### src/rtl/data_mem_arbiter_if.sv
// Requester-side bundle for the data memory arbiter: one request channel
// (valid/ready with write flag, byte address and write data) plus the
// registered response (one-cycle valid pulse and read data).
interface data_mem_arbiter_if #(
  parameter int ADDR_W = 32,
  parameter int DATA_W = 32
);
  logic              req_valid;
  logic              req_ready;
  logic              req_write;
  logic [ADDR_W-1:0] req_addr;
  logic [DATA_W-1:0] req_wdata;
  logic              rsp_valid;
  logic [DATA_W-1:0] rsp_rdata;

  // The requester (CPU or DMA/debug port) drives the request fields
  modport master (
    output req_valid, req_write, req_addr, req_wdata,
    input  req_ready, rsp_valid, rsp_rdata
  );

  // The arbiter accepts requests and returns responses
  modport slave (
    input  req_valid, req_write, req_addr, req_wdata,
    output req_ready, rsp_valid, rsp_rdata
  );
endinterface

### src/rtl/data_mem_arbiter.sv
// Two-port round-robin arbiter and sequencer in front of the 1Kx32 data memory.
// Requester 0 is the CPU load/store port, requester 1 the DMA/debug port.
// One transaction is accepted in IDLE, driven onto the memory for exactly one
// ACCESS cycle, and answered with a registered response pulse in the cycle after.
module data_mem_arbiter #(
  parameter int ADDR_W = 32,
  parameter int DATA_W = 32
) (
  input  logic               clk,
  input  logic               rst_n,
  data_mem_arbiter_if.slave  r0,
  data_mem_arbiter_if.slave  r1,
  output logic [ADDR_W-1:0]  mem_address,
  output logic [DATA_W-1:0]  mem_write_data,
  output logic               mem_write,
  output logic               mem_read,
  input  logic [DATA_W-1:0]  mem_read_data,
  output logic               busy
);

  typedef enum logic {IDLE, ACCESS} state_t;

  state_t            state;
  state_t            state_next;
  logic              last_gnt;
  logic              owner;
  logic              lat_write;
  logic [ADDR_W-1:0] lat_addr;
  logic [DATA_W-1:0] lat_wdata;
  logic              grant0;
  logic              grant1;
  logic              rsp_valid0;
  logic              rsp_valid1;
  logic [DATA_W-1:0] rsp_rdata0;
  logic [DATA_W-1:0] rsp_rdata1;

  // State register; reset returns to IDLE so the memory strobes drop at once
  always_ff @(posedge clk or negedge rst_n) begin
    if (!rst_n) begin
      state <= IDLE;
    end else begin
      state <= state_next;
    end
  end

  // Arbitration in IDLE (ties go to the requester that was not granted last)
  // and memory strobes driven from the latched transaction in ACCESS
  always_comb begin
    state_next     = state;
    grant0         = 1'b0;
    grant1         = 1'b0;
    busy           = 1'b0;
    mem_address    = '0;
    mem_write_data = '0;
    mem_write      = 1'b0;
    mem_read       = 1'b0;
    case (state)
      IDLE: begin
        if (rst_n && r0.req_valid && (!r1.req_valid || last_gnt)) begin
          grant0 = 1'b1;
        end else if (rst_n && r1.req_valid) begin
          grant1 = 1'b1;
        end
        if (grant0 || grant1) begin
          state_next = ACCESS;
        end
      end
      ACCESS: begin
        state_next     = IDLE;
        busy           = 1'b1;
        mem_address    = lat_addr;
        mem_write      = lat_write;
        mem_read       = !lat_write;
        mem_write_data = lat_write ? lat_wdata : '0;
      end
      default: state_next = IDLE;
    endcase
  end

  assign r0.req_ready = grant0;
  assign r1.req_ready = grant1;
  assign r0.rsp_valid = rsp_valid0;
  assign r1.rsp_valid = rsp_valid1;
  assign r0.rsp_rdata = rsp_rdata0;
  assign r1.rsp_rdata = rsp_rdata1;

  // Latch the winning request on accept and return the owner's response at the end of ACCESS
  always_ff @(posedge clk or negedge rst_n) begin
    if (!rst_n) begin
      last_gnt   <= 1'b1;
      owner      <= 1'b0;
      lat_write  <= 1'b0;
      lat_addr   <= '0;
      lat_wdata  <= '0;
      rsp_valid0 <= 1'b0;
      rsp_valid1 <= 1'b0;
      rsp_rdata0 <= '0;
      rsp_rdata1 <= '0;
    end else begin
      rsp_valid0 <= 1'b0;
      rsp_valid1 <= 1'b0;
      if (state == IDLE && (grant0 || grant1)) begin
        owner     <= grant1;
        last_gnt  <= grant1;
        lat_write <= grant1 ? r1.req_write : r0.req_write;
        lat_addr  <= grant1 ? r1.req_addr  : r0.req_addr;
        lat_wdata <= grant1 ? r1.req_wdata : r0.req_wdata;
      end
      if (state == ACCESS) begin
        if (owner) begin
          rsp_valid1 <= 1'b1;
          rsp_rdata1 <= lat_write ? '0 : mem_read_data;
        end else begin
          rsp_valid0 <= 1'b1;
          rsp_rdata0 <= lat_write ? '0 : mem_read_data;
        end
      end
    end
  end

endmodule

### src/flat_wrapper.sv
// flat-port wrapper written by rule: the top's interface ports become plain ports
module data_mem_arbiter_flat 
#(
  parameter int ADDR_W = 32,
  parameter int DATA_W = 32
)
  (clk, rst_n, mem_address, mem_write_data, mem_write, mem_read, mem_read_data, busy, r0_req_valid, r0_req_write, r0_req_addr, r0_req_wdata, r0_req_ready, r0_rsp_valid, r0_rsp_rdata, r1_req_valid, r1_req_write, r1_req_addr, r1_req_wdata, r1_req_ready, r1_rsp_valid, r1_rsp_rdata);
  data_mem_arbiter_if #(.ADDR_W(ADDR_W), .DATA_W(DATA_W)) r0_i ();
  data_mem_arbiter_if #(.ADDR_W(ADDR_W), .DATA_W(DATA_W)) r1_i ();
  input  logic clk;
  input  logic rst_n;
  output logic [ADDR_W-1:0] mem_address;
  output logic [DATA_W-1:0] mem_write_data;
  output logic mem_write;
  output logic mem_read;
  input  logic [DATA_W-1:0] mem_read_data;
  output logic busy;
  input wire logic [$bits(r0_i.req_valid)-1:0] r0_req_valid;
  input wire logic [$bits(r0_i.req_write)-1:0] r0_req_write;
  input wire logic [$bits(r0_i.req_addr)-1:0] r0_req_addr;
  input wire logic [$bits(r0_i.req_wdata)-1:0] r0_req_wdata;
  output wire logic [$bits(r0_i.req_ready)-1:0] r0_req_ready;
  output wire logic [$bits(r0_i.rsp_valid)-1:0] r0_rsp_valid;
  output wire logic [$bits(r0_i.rsp_rdata)-1:0] r0_rsp_rdata;
  input wire logic [$bits(r1_i.req_valid)-1:0] r1_req_valid;
  input wire logic [$bits(r1_i.req_write)-1:0] r1_req_write;
  input wire logic [$bits(r1_i.req_addr)-1:0] r1_req_addr;
  input wire logic [$bits(r1_i.req_wdata)-1:0] r1_req_wdata;
  output wire logic [$bits(r1_i.req_ready)-1:0] r1_req_ready;
  output wire logic [$bits(r1_i.rsp_valid)-1:0] r1_rsp_valid;
  output wire logic [$bits(r1_i.rsp_rdata)-1:0] r1_rsp_rdata;
  assign r0_i.req_valid = r0_req_valid;
  assign r0_i.req_write = r0_req_write;
  assign r0_i.req_addr = r0_req_addr;
  assign r0_i.req_wdata = r0_req_wdata;
  assign r0_req_ready = r0_i.req_ready;
  assign r0_rsp_valid = r0_i.rsp_valid;
  assign r0_rsp_rdata = r0_i.rsp_rdata;
  assign r1_i.req_valid = r1_req_valid;
  assign r1_i.req_write = r1_req_write;
  assign r1_i.req_addr = r1_req_addr;
  assign r1_i.req_wdata = r1_req_wdata;
  assign r1_req_ready = r1_i.req_ready;
  assign r1_rsp_valid = r1_i.rsp_valid;
  assign r1_rsp_rdata = r1_i.rsp_rdata;
  data_mem_arbiter #(.ADDR_W(ADDR_W), .DATA_W(DATA_W)) u_core (.clk(clk), .rst_n(rst_n), .r0(r0_i), .r1(r1_i), .mem_address(mem_address), .mem_write_data(mem_write_data), .mem_write(mem_write), .mem_read(mem_read), .mem_read_data(mem_read_data), .busy(busy));
endmodule
### config.mk
export PLATFORM = sky130hd
export DESIGN_NAME = data_mem_arbiter_flat
export DESIGN_NICKNAME = d
export VERILOG_FILES = /design/src/rtl/data_mem_arbiter_if.sv /design/src/rtl/data_mem_arbiter.sv /design/src/flat_wrapper.sv
export SDC_FILE = /design/constraint.sdc
export NUM_CORES = 1
export LEC_CHECK = 0
export CAP_MARGIN = 10
export CORE_UTILIZATION = 40
export CTS_CLUSTER_DIAMETER = 50
export CTS_CLUSTER_SIZE = 8
export DETAILED_ROUTE_END_ITERATION = 8
export GPL_ROUTABILITY_DRIVEN = 0
export GPL_TIMING_DRIVEN = 0
export HOLD_SLACK_MARGIN = 0.15
export PLACE_DENSITY = 0.8
export REMOVE_ABC_BUFFERS = 1
export SLEW_MARGIN = 20
export SYNTH_ARGS = -nofsm -noshare
export SYNTH_HDL_FRONTEND = slang
export SYNTH_SLANG_ARGS = --single-unit
export TNS_END_PERCENT = 5
### constraint.sdc
create_clock -name clk -period 1.72 [get_ports clk]
set_input_delay 0.344 -clock clk [delete_from_list [all_inputs] [get_ports clk]]
set_output_delay 0.344 -clock clk [all_outputs]
set_load 0.01 [all_outputs]
== Word-level counts from Yosys, hierarchy flattened ==
Cells that the tools add are included.

* ROM bits: 0
* Input port bits: 166
* Register bits after elaboration: 134
* Bits in writable memories: 0
* Output and inout port bits: 135
* Latch bits: 0
* Memories kept: 0

* Bitwise operators: 2
* Reductions and logical operators: 11
* $mul: 0
* Order comparisons: 0
* Div/mod/pow operators: 0
* Multiplexer cells: 23
* Equal/unequal tests: 0
* Shift operators: 0
* $add $sub $neg: 0

{| class="wikitable"
|+ Operators by type and width
! kind !! number
|-
| $mux W32 || 6
|-
| $mux W1 || 16
|-
| $logic_and A1 B1 Y1 || 4
|-
| $reduce_and A2 Y1 || 2
|-
| $logic_or A1 B1 Y1 || 3
|-
| $logic_not A1 Y1 || 2
|-
| $not A1 Y1 || 2
|-
| $pmux W1 S2 || 1
|}

== Depth between registers and ports, before layout ==
Gate-level depths: netlist of the first run.

* Word-level depth: 8
* Gate-level depth with buffers: 6
* Gate-level depth less buffers: 4

== Worst setup path before layout of the first run ==
Ideal clock, no wire load.

* Path type: register -> register
* From: reg u_core.state
* To: reg u_core.lat_wdata[24]
* Stages on the path, launching flop included: 6
* Setup time: 0.126 ns
* Slack: 0.193 ns
* Data arrival time: 1.401 ns
* Required time: 1.594 ns
* Buffers on the path: 2
* Cell sequence: dfrtp_1 -> nor2b_4 -> o21ai_2 -> buf_4 -> buf_4 -> a221o_1

* Longest elaborated chain between the ends: 3

{| class="wikitable"
|+ Ends and longest elaborated chain
! item !! line !! source
|-
| from (decl) || data_mem_arbiter.sv:23 || <nowiki>state_t state;</nowiki>
|-
| from (signal assigned) || data_mem_arbiter.sv:42 || <nowiki>state <= state_next;</nowiki>
|-
| $mux W1 || data_mem_arbiter.sv:57 || <nowiki>case (state)</nowiki>
|-
| $logic_or A1 B1 Y1 || data_mem_arbiter.sv:102 || <nowiki>if (state == IDLE && (grant0 || grant1)) begin</nowiki>
|-
| $logic_and A1 B1 Y1 || data_mem_arbiter.sv:102 ||
|-
| to (signal assigned) || data_mem_arbiter.sv:107 || <nowiki>lat_wdata <= grant1 ? r1.req_wdata : r0.req_wdata;</nowiki>
|-
| to (decl) || data_mem_arbiter.sv:29 || <nowiki>logic [DATA_W-1:0] lat_wdata;</nowiki>
|}

Parallel ways exist; a longest one is shown, timed or not.
A chain may end at the register's enable or synchronous reset.

== Worst setup path in the final report of the first run ==
* From: reg u_core.state
* To: out r0_req_ready

* Longest elaborated chain between the ends: 1

{| class="wikitable"
|+ Ends and longest elaborated chain
! item !! line !! source
|-
| $mux W1 || data_mem_arbiter.sv:57 ||
|-
| to (decl) || flat_wrapper.sv:22 || <nowiki>output wire logic [$bits(r0_i.req_ready)-1:0] r0_req_ready;</nowiki>
|}

No other way between the ends.

==> flow_metrics.py, run 1 <==
metrics = {
    "global_routing": {
        "use_met2": 0.508,
        "grt-busiest-layer": "met2",
        "grt_max_degree": 71,
        "grtUsageMet3": 0.0910,
        "grt_use_met1": 0.384,
        "grtUsageTotal": 0.310,
        "grt_pass1_wl_um": 40400,
        "grt_pass1_vias": 6841,
        "antenna_found_initial": 2,
        "overflow": 0,
    },
    "sta": {
        "slew_headroom": 0.424,
        "setup_tns_ps": -20650,
        "worst_pin_slew_ps": 864,
        "setup_viol": 136,
        "final-hold-violation-count": 54,
        "fin_crit_ps": 1980,
        "rsz0062_at_grt": "true",
        "slew_viol_final": 0,
        "max_freq_mhz": 506,
        "worst_slack_ps": -258,
        "timing.hold.ws_ps": -222,
        "fin_skew_ps": 10.5,
        "min_period_over_period": 1.15,
    },
    "setup_path": {
        "cp_slowest_stage_delay_ps": 510,
        "cp_data_required_time_ps": 1380,
        "path_class": "flop to output port",
        "startpoint_type": "flop",
        "worstPathArrival_ps": 1630,
        "cp_max_fo": 3,
        "crit_slowest_cell": "dfrtp_4",
        "crit_chain": "nor2b_4, buf_6, buf_16, nand2_4, a21oi_2, buf_2",
        "cp-end-kind": "output port",
        "reg2reg_slack_ps": -250,
    },
    "synth": {
        "syn_area_um2": 6670,
        "yosys_warnings": 0,
        "ys_ff_latch": 134,
        "synth_area_leader_cell": "dfrtp_1",
        "synth.distinct_cells": 23,
        "synth.area.top_cells": "dfrtp_1 (50%), a221o_1 (9.8%), and4_1 (8.5%)",
        "syn_inst": 649,
        "avgSynthCellArea_um2": 10.3,
        "synth_top_area_frac": 0.499,
        "ys_seq_area_frac": 0.503,
    },
    "run_status": {
        "status": "finished with violations",
        "violations": "hold timing, setup timing",
    },
    "pwr": {
        "pwr-share-comb": 0.327,
        "p_per_area_nw_per_um2": 1090,
        "clkPwrFrac": 0.316,
        "p_sw_mw": 3.76,
        "swShare": 0.303,
        "pwr-share-seq": 0.358,
        "power_leakage_nw": 5.12,
        "p_int_mw": 8.64,
        "irDropWorstVdd_mv": 0.706,
    },
    "finish": {
        "syn_to_final_growth_pct": 70.2,
        "stdcell_count": 1181,
        "drive_above_1_share": 0.217,
        "fillers": 1212,
        "final_nets": 1117,
    },
    "placed_design": {
        "pre_cts_slack_ps": -1640,
        "port-buffer-count": 300,
        "place_inst": 1101,
        "dp_hpwl_um": 14700,
    },
    "die": {
        "start_util": 0.415,
        "ios": 301,
        "dieArea_um2": 17200,
        "die_w_um": 131,
        "row_count": 46,
        "dieHeight_um": 131,
        "core_um2": 16100,
    },
    "route": {
        "wire_per_inst_um": 22.7,
        "dr.first_iter.drc_count": 441,
        "drc": 0,
        "ant_nets": 0,
        "first_pass_iters": 4,
        "via_per_inst": 5.67,
        "vias": 6693,
        "wl_um": 26800,
    },
    "clock_tree": {
        "hold_buffers": 1,
        "cts_buffers": 17,
        "clockBufferDepth": 2,
        "clk_pin_slew_ps": 70,
        "cts_tree": "built",
        "clk_latency_ps": 420,
        "htreeDepth": 4,
        "clock-root-buffer": "clkbuf_16",
        "numClockSinks": 134,
    },
    "min_path": {
        "hp-class": "input port to asynchronous set/reset pin",
    },
    "job": {
        "drv_cap": 0,
    },
}
[flip-flops by register name (all words and copies together), names as in the netlist]
name / count
u_core.lat_write: 1
u_core.state: 1
u_core.r0.rsp_valid: 1
u_core.r1.rsp_valid: 1
u_core.lat_addr: 32
u_core.r1.rsp_rdata: 32
u_core.r0.rsp_rdata: 32
u_core.lat_wdata: 32
u_core.owner: 1
u_core.last_gnt: 1
[cell type report]
type	instances	area [um^2]	area share
Sequential cell	134	3360	0.296
Clock inverter	14	191	0.0169
Clock buffer	18	439	0.0387
Antenna cell	1	2.50	0.000221
Timing Repair Buffer	356	3860	0.341
Inverter	5	21.3	0.00187
Multi-Input combinational cell	437	3200	0.282
Tap cell	216	270	0.0238
[path summary, 6_finish.rpt]
path,start,end,depth (start not counted)
setup / recovery,u_core.state,r0_req_ready,6
hold / removal,rst_n,u_core.lat_addr[24],1
setup reg to reg,u_core.state,u_core.lat_addr[16],8
hold reg to reg,u_core.r1.rsp_rdata[12],u_core.r1.rsp_rdata[12],2
max in group asynchronous,rst_n,u_core.lat_write,3
min in group clk,u_core.r1.rsp_rdata[12],u_core.r1.rsp_rdata[12],2
[kinds of logic (layout without fill, tap and decap cells)]
group,count (synthesis),count (layout),synth area share
AO/OA/AOI/OAI,133,133,0.150
buffers and inverters,82,393,0.0527
flip-flops,134,134,0.503
other,0,1,0
AND/OR/NAND/NOR,300,304,0.294
[metal layers]
metal | share of wire | vias up | routed length [um]
li1 | - | 3012 | -
met1 | 0.40 | 3290 | 10600
met2 | 0.50 | 360 | 13300
met3 | 0.089 | 31 | 2400
met4 | 0.017 | 0 | 465
met5 | 0 | - | 0
[power groups by stage]
| stage | registers (mW) | logic, mW | clock network, mW |
|---|---|---|---|
| after floorplan | 4.66 | 1.12 | 0 |
| after global placement | 4.53 | 3.36 | 0 |
| after detailed placement | 4.51 | 3.60 | 0 |
| after CTS | 4.41 | 3.94 | 3.96 |
| after global routing | 4.54 | 4.34 | 4.11 |
| final | 4.44 | 4.06 | 3.91 |
[stage by stage]
stage          total power [mW]  utilization  instance area, um^2  hold WS (ps)
6_report                   12.4        0.707                11300          -222
5_1_grt                    13.0        0.707                11300          -211
2_1_floorplan              5.78            -                 6330          48.4
3_5_place_dp               8.11        0.621                 9970           300
4_1_cts                    12.3        0.686                11000          -208
3_3_place_gp               7.89        0.598                 9610           461
[cells in the final DEF (no fill, tap or decap), types with 17 or more instances in the layout]
| master | n |
|---|---|
| clkbuf_16 | 23 |
| dfrtp_1 | 131 |
| buf_2 | 39 |
| buf_6 | 37 |
| clkdlybuf4s50_1 | 219 |
| a221o_1 | 65 |
| and4_1 | 65 |
| and2_1 | 17 |
| o21ai_0 | 64 |
| nand2_1 | 64 |
| and3_1 | 18 |
| nand2b_1 | 32 |
| nor3b_1 | 63 |
[critical path, delay by kind of cell (launching register included)]
family          cells  cell delay, ps
simple gates        2             210
flops               1             510
buf+inv             3             390
compound gates      1             110
[what timing repair did]
action	CTS	global route
buffers inserted	25	7
gates cloned	11	4
hold endpoints to repair	72	54
resized for setup	323	68
setup endpoints to repair	193	162
pin swaps	20	36
[synthesized netlist by cell type (all sizes together)]
master  number
o21ai       65
and2        33
nor2b        2
nand3        1
nor2         1
nand2b      34
dfstp        1
clkbuf      55
nand2       67
inv          5
a21oi        1
a221o       65
and3        32
and4        65
dfrtp      133
a21o         2
nor3b       65
buf         22
No activity file was read; power rests on OpenSTA's default activity.
==> run 2, diff against run 1 <==
CORE_MARGIN = 2   (was unset)
GPL_TIMING_DRIVEN = unset   (was 0)
==> run 2 against run 1 <==
The run ends with setup timing left. First-iteration DRC count down 7.5%. Routed wire length down 16%. Count of clock-buffer cells in the layout is the same. Worst hold slack improved by 370 ps. Clock power down 4%. Clock skew fell by 0.80 ps. Largest power group unchanged. Highest routed layer unchanged.
==> flow_metrics.py, run 2 (synthesis results as in run 1) <==
metrics = {
    "route": {
        "topRoutingLayerUsed": "met4",
        "vias": 6421,
        "via_per_inst": 5.49,
        "wire_per_inst_um": 19.1,
        "wl_met2_um": 10700,
        "ant_nets": 0,
        "wl_um": 22400,
        "met1_length_um": 9390,
        "first_pass_iters": 5,
        "routed-wl-met3_um": 1920,
        "drc": 0,
        "dr.first_iter.drc_count": 408,
    },
    "finish": {
        "layout_commonest_cell": "clkdlybuf4s50_1",
        "drive_above_1_share": 0.189,
        "final_nets": 1102,
        "final_area_um2": 10700,
        "syn_to_final_growth_pct": 59.8,
        "stdcell_count": 1170,
        "fin_util": 0.647,
        "layout_common_cells": "clkdlybuf4s50_1 (223), dfrtp_1 (131), nor3b_1 (65), and4_1 (65), a221o_1 (65)",
    },
    "job": {
        "drv_cap": 0,
    },
    "placed_design": {
        "place_inst": 1124,
        "port-buffer-count": 300,
        "place_area_um2": 10100,
        "dp_hpwl_um": 15000,
    },
    "global_routing": {
        "grt_pass1_vias": 6385,
        "grt_max_degree": 135,
        "overflow": 0,
        "antenna_found_initial": 1,
        "grt_pass1_wl_um": 34900,
        "grtUsageTotal": 0.250,
    },
    "clock_tree": {
        "clk_pin_slew_ps": 60,
        "htreeDepth": 4,
        "clockBufferDepth": 2,
        "numClockSinks": 134,
        "cts_buffers": 17,
        "cts_tree": "built",
        "hold_buffers": 0,
        "clk_latency_ps": 410,
        "clock-root-buffer": "clkbuf_16",
    },
    "setup_path": {
        "crit_chain": "buf_6, nor2b_4, nand3_2, inv_2, buf_6",
        "startpoint_type": "flop",
        "crit_slowest_cell": "dfrtp_2",
        "crit_family": "flip-flops",
        "cp_data_required_time_ps": 1380,
        "worstPathArrival_ps": 1480,
        "cp_slowest_stage_delay_ps": 420,
        "crit_top_cell": "buf_6",
        "cp_max_fo": 6,
        "cp-end-kind": "output port",
        "path_class": "flop to output port",
        "timing.critical_path.buf_inv": 3,
    },
    "die": {
        "dieArea_um2": 17700,
        "start_util": 0.405,
        "dieHeight_um": 133,
        "die_w_um": 133,
        "ios": 301,
        "core_um2": 16500,
        "row_count": 47,
    },
    "run_status": {
        "status": "finished with violations",
        "violations": "setup timing",
    },
    "sta": {
        "worst_slack_ps": -106,
        "max_freq_mhz": 548,
        "final-hold-violation-count": 0,
        "slew_viol_final": 0,
        "fin_skew_ps": 9.72,
        "min_period_over_period": 1.06,
        "setup_viol": 133,
        "fin_crit_ps": 1830,
        "slew_headroom": 0.512,
        "worst_pin_slew_ps": 733,
        "rsz0062_at_grt": "true",
    },
    "pwr": {
        "clkPwrFrac": 0.315,
        "irDropWorstVdd_mv": 0.683,
        "p_sw_mw": 3.51,
        "pwr-share-comb": 0.312,
        "swShare": 0.295,
        "power_leakage_nw": 4.78,
        "p_per_area_nw_per_um2": 1120,
        "pwr-share-seq": 0.373,
        "p_int_mw": 8.41,
    },
    "min_path": {
        "hp-class": "input port to asynchronous set/reset pin",
    },
}
==> run 2: cell count changes in the layout (fill, tap and decap cells not counted), moves of 8 or more <==
cell | previous run | this run
buf_16 | 10 | 0
and3_1 | 18 | 26
buf_2 | 39 | 52
and3_4 | 14 | 6
buf_6 | 37 | 21
==> run 2: cell type report <==
class,count,area (um^2)
fill,1339,5810
sequential,134,3360
timing repair buffer,345,3350
multi-input combinational,433,3050
clock buffer,18,429
tap,220,275
clock inverter,14,175
inverter,5,18.8
antenna,1,2.50
==> run 2: worst reg2reg max path: cells and delay by family (launching register included) <==
family | cells | cell delay, ps
AO/OA/AOI/OAI | 2 | 490
buffers and inverters | 4 | 580
flip-flops | 1 | 420
AND/OR/NAND/NOR | 1 | 200
==> run 2: power by group through the flow <==
stage	Sequential, mW	Clock (mW)	Combinational, mW
3_3_place_gp	4.47	0	3.60
3_5_place_dp	4.49	0	3.68
5_1_grt	4.55	3.97	4.03
2_1_floorplan	4.66	0	1.12
4_1_cts	4.44	3.80	3.63
6_report	4.45	3.75	3.72
==> run 2: layer usage <==
| layer | vias to the layer above | track usage |
|---|---|---|
| li1 | 2980 | - |
| met1 | 3086 | 0.320 |
| met2 | 323 | 0.413 |
| met3 | 32 | 0.0723 |
| met4 | 0 | 0.0745 |
| met5 | - | 0 |
==> run 2: what timing repair did <==
item / CTS / global route
gates resized for setup: 275 / 47
pin swaps: 0 / 2
setup buffers: 3 / 8
setup endpoints to repair: 136 / 137
cloned: 1 / 1
==> run 2: stage by stage <==
stage	hold WS (ps)	setup TNS [ps]	total power, mW	setup WS (ps)
after floorplan	48.4	-144580	5.78	-1310
after global placement	461	-15530	8.06	-234
after detailed placement	470	-18600	8.17	-299
after CTS	188	-6200	11.9	-216
after global routing	209	-14440	12.6	-187
final	144	-6900	11.9	-106
==> run 2: worst paths after layout <==
kind	startpoint	to	slack (ps)	cells past startpoint
max in group asynchronous	rst_n	u_core.r0.rsp_rdata[13]	1020	3
worst max-delay path	u_core.state	r1_req_ready	-110	5
worst min-delay path	rst_n	u_core.lat_wdata[18]	140	3
worst max register to register	u_core.state	u_core.lat_wdata[29]	-100	7
worst min register to register	u_core.r0.rsp_rdata[13]	u_core.r0.rsp_rdata[13]	480	2
min in group clk	u_core.r0.rsp_rdata[13]	u_core.r0.rsp_rdata[13]	480	2
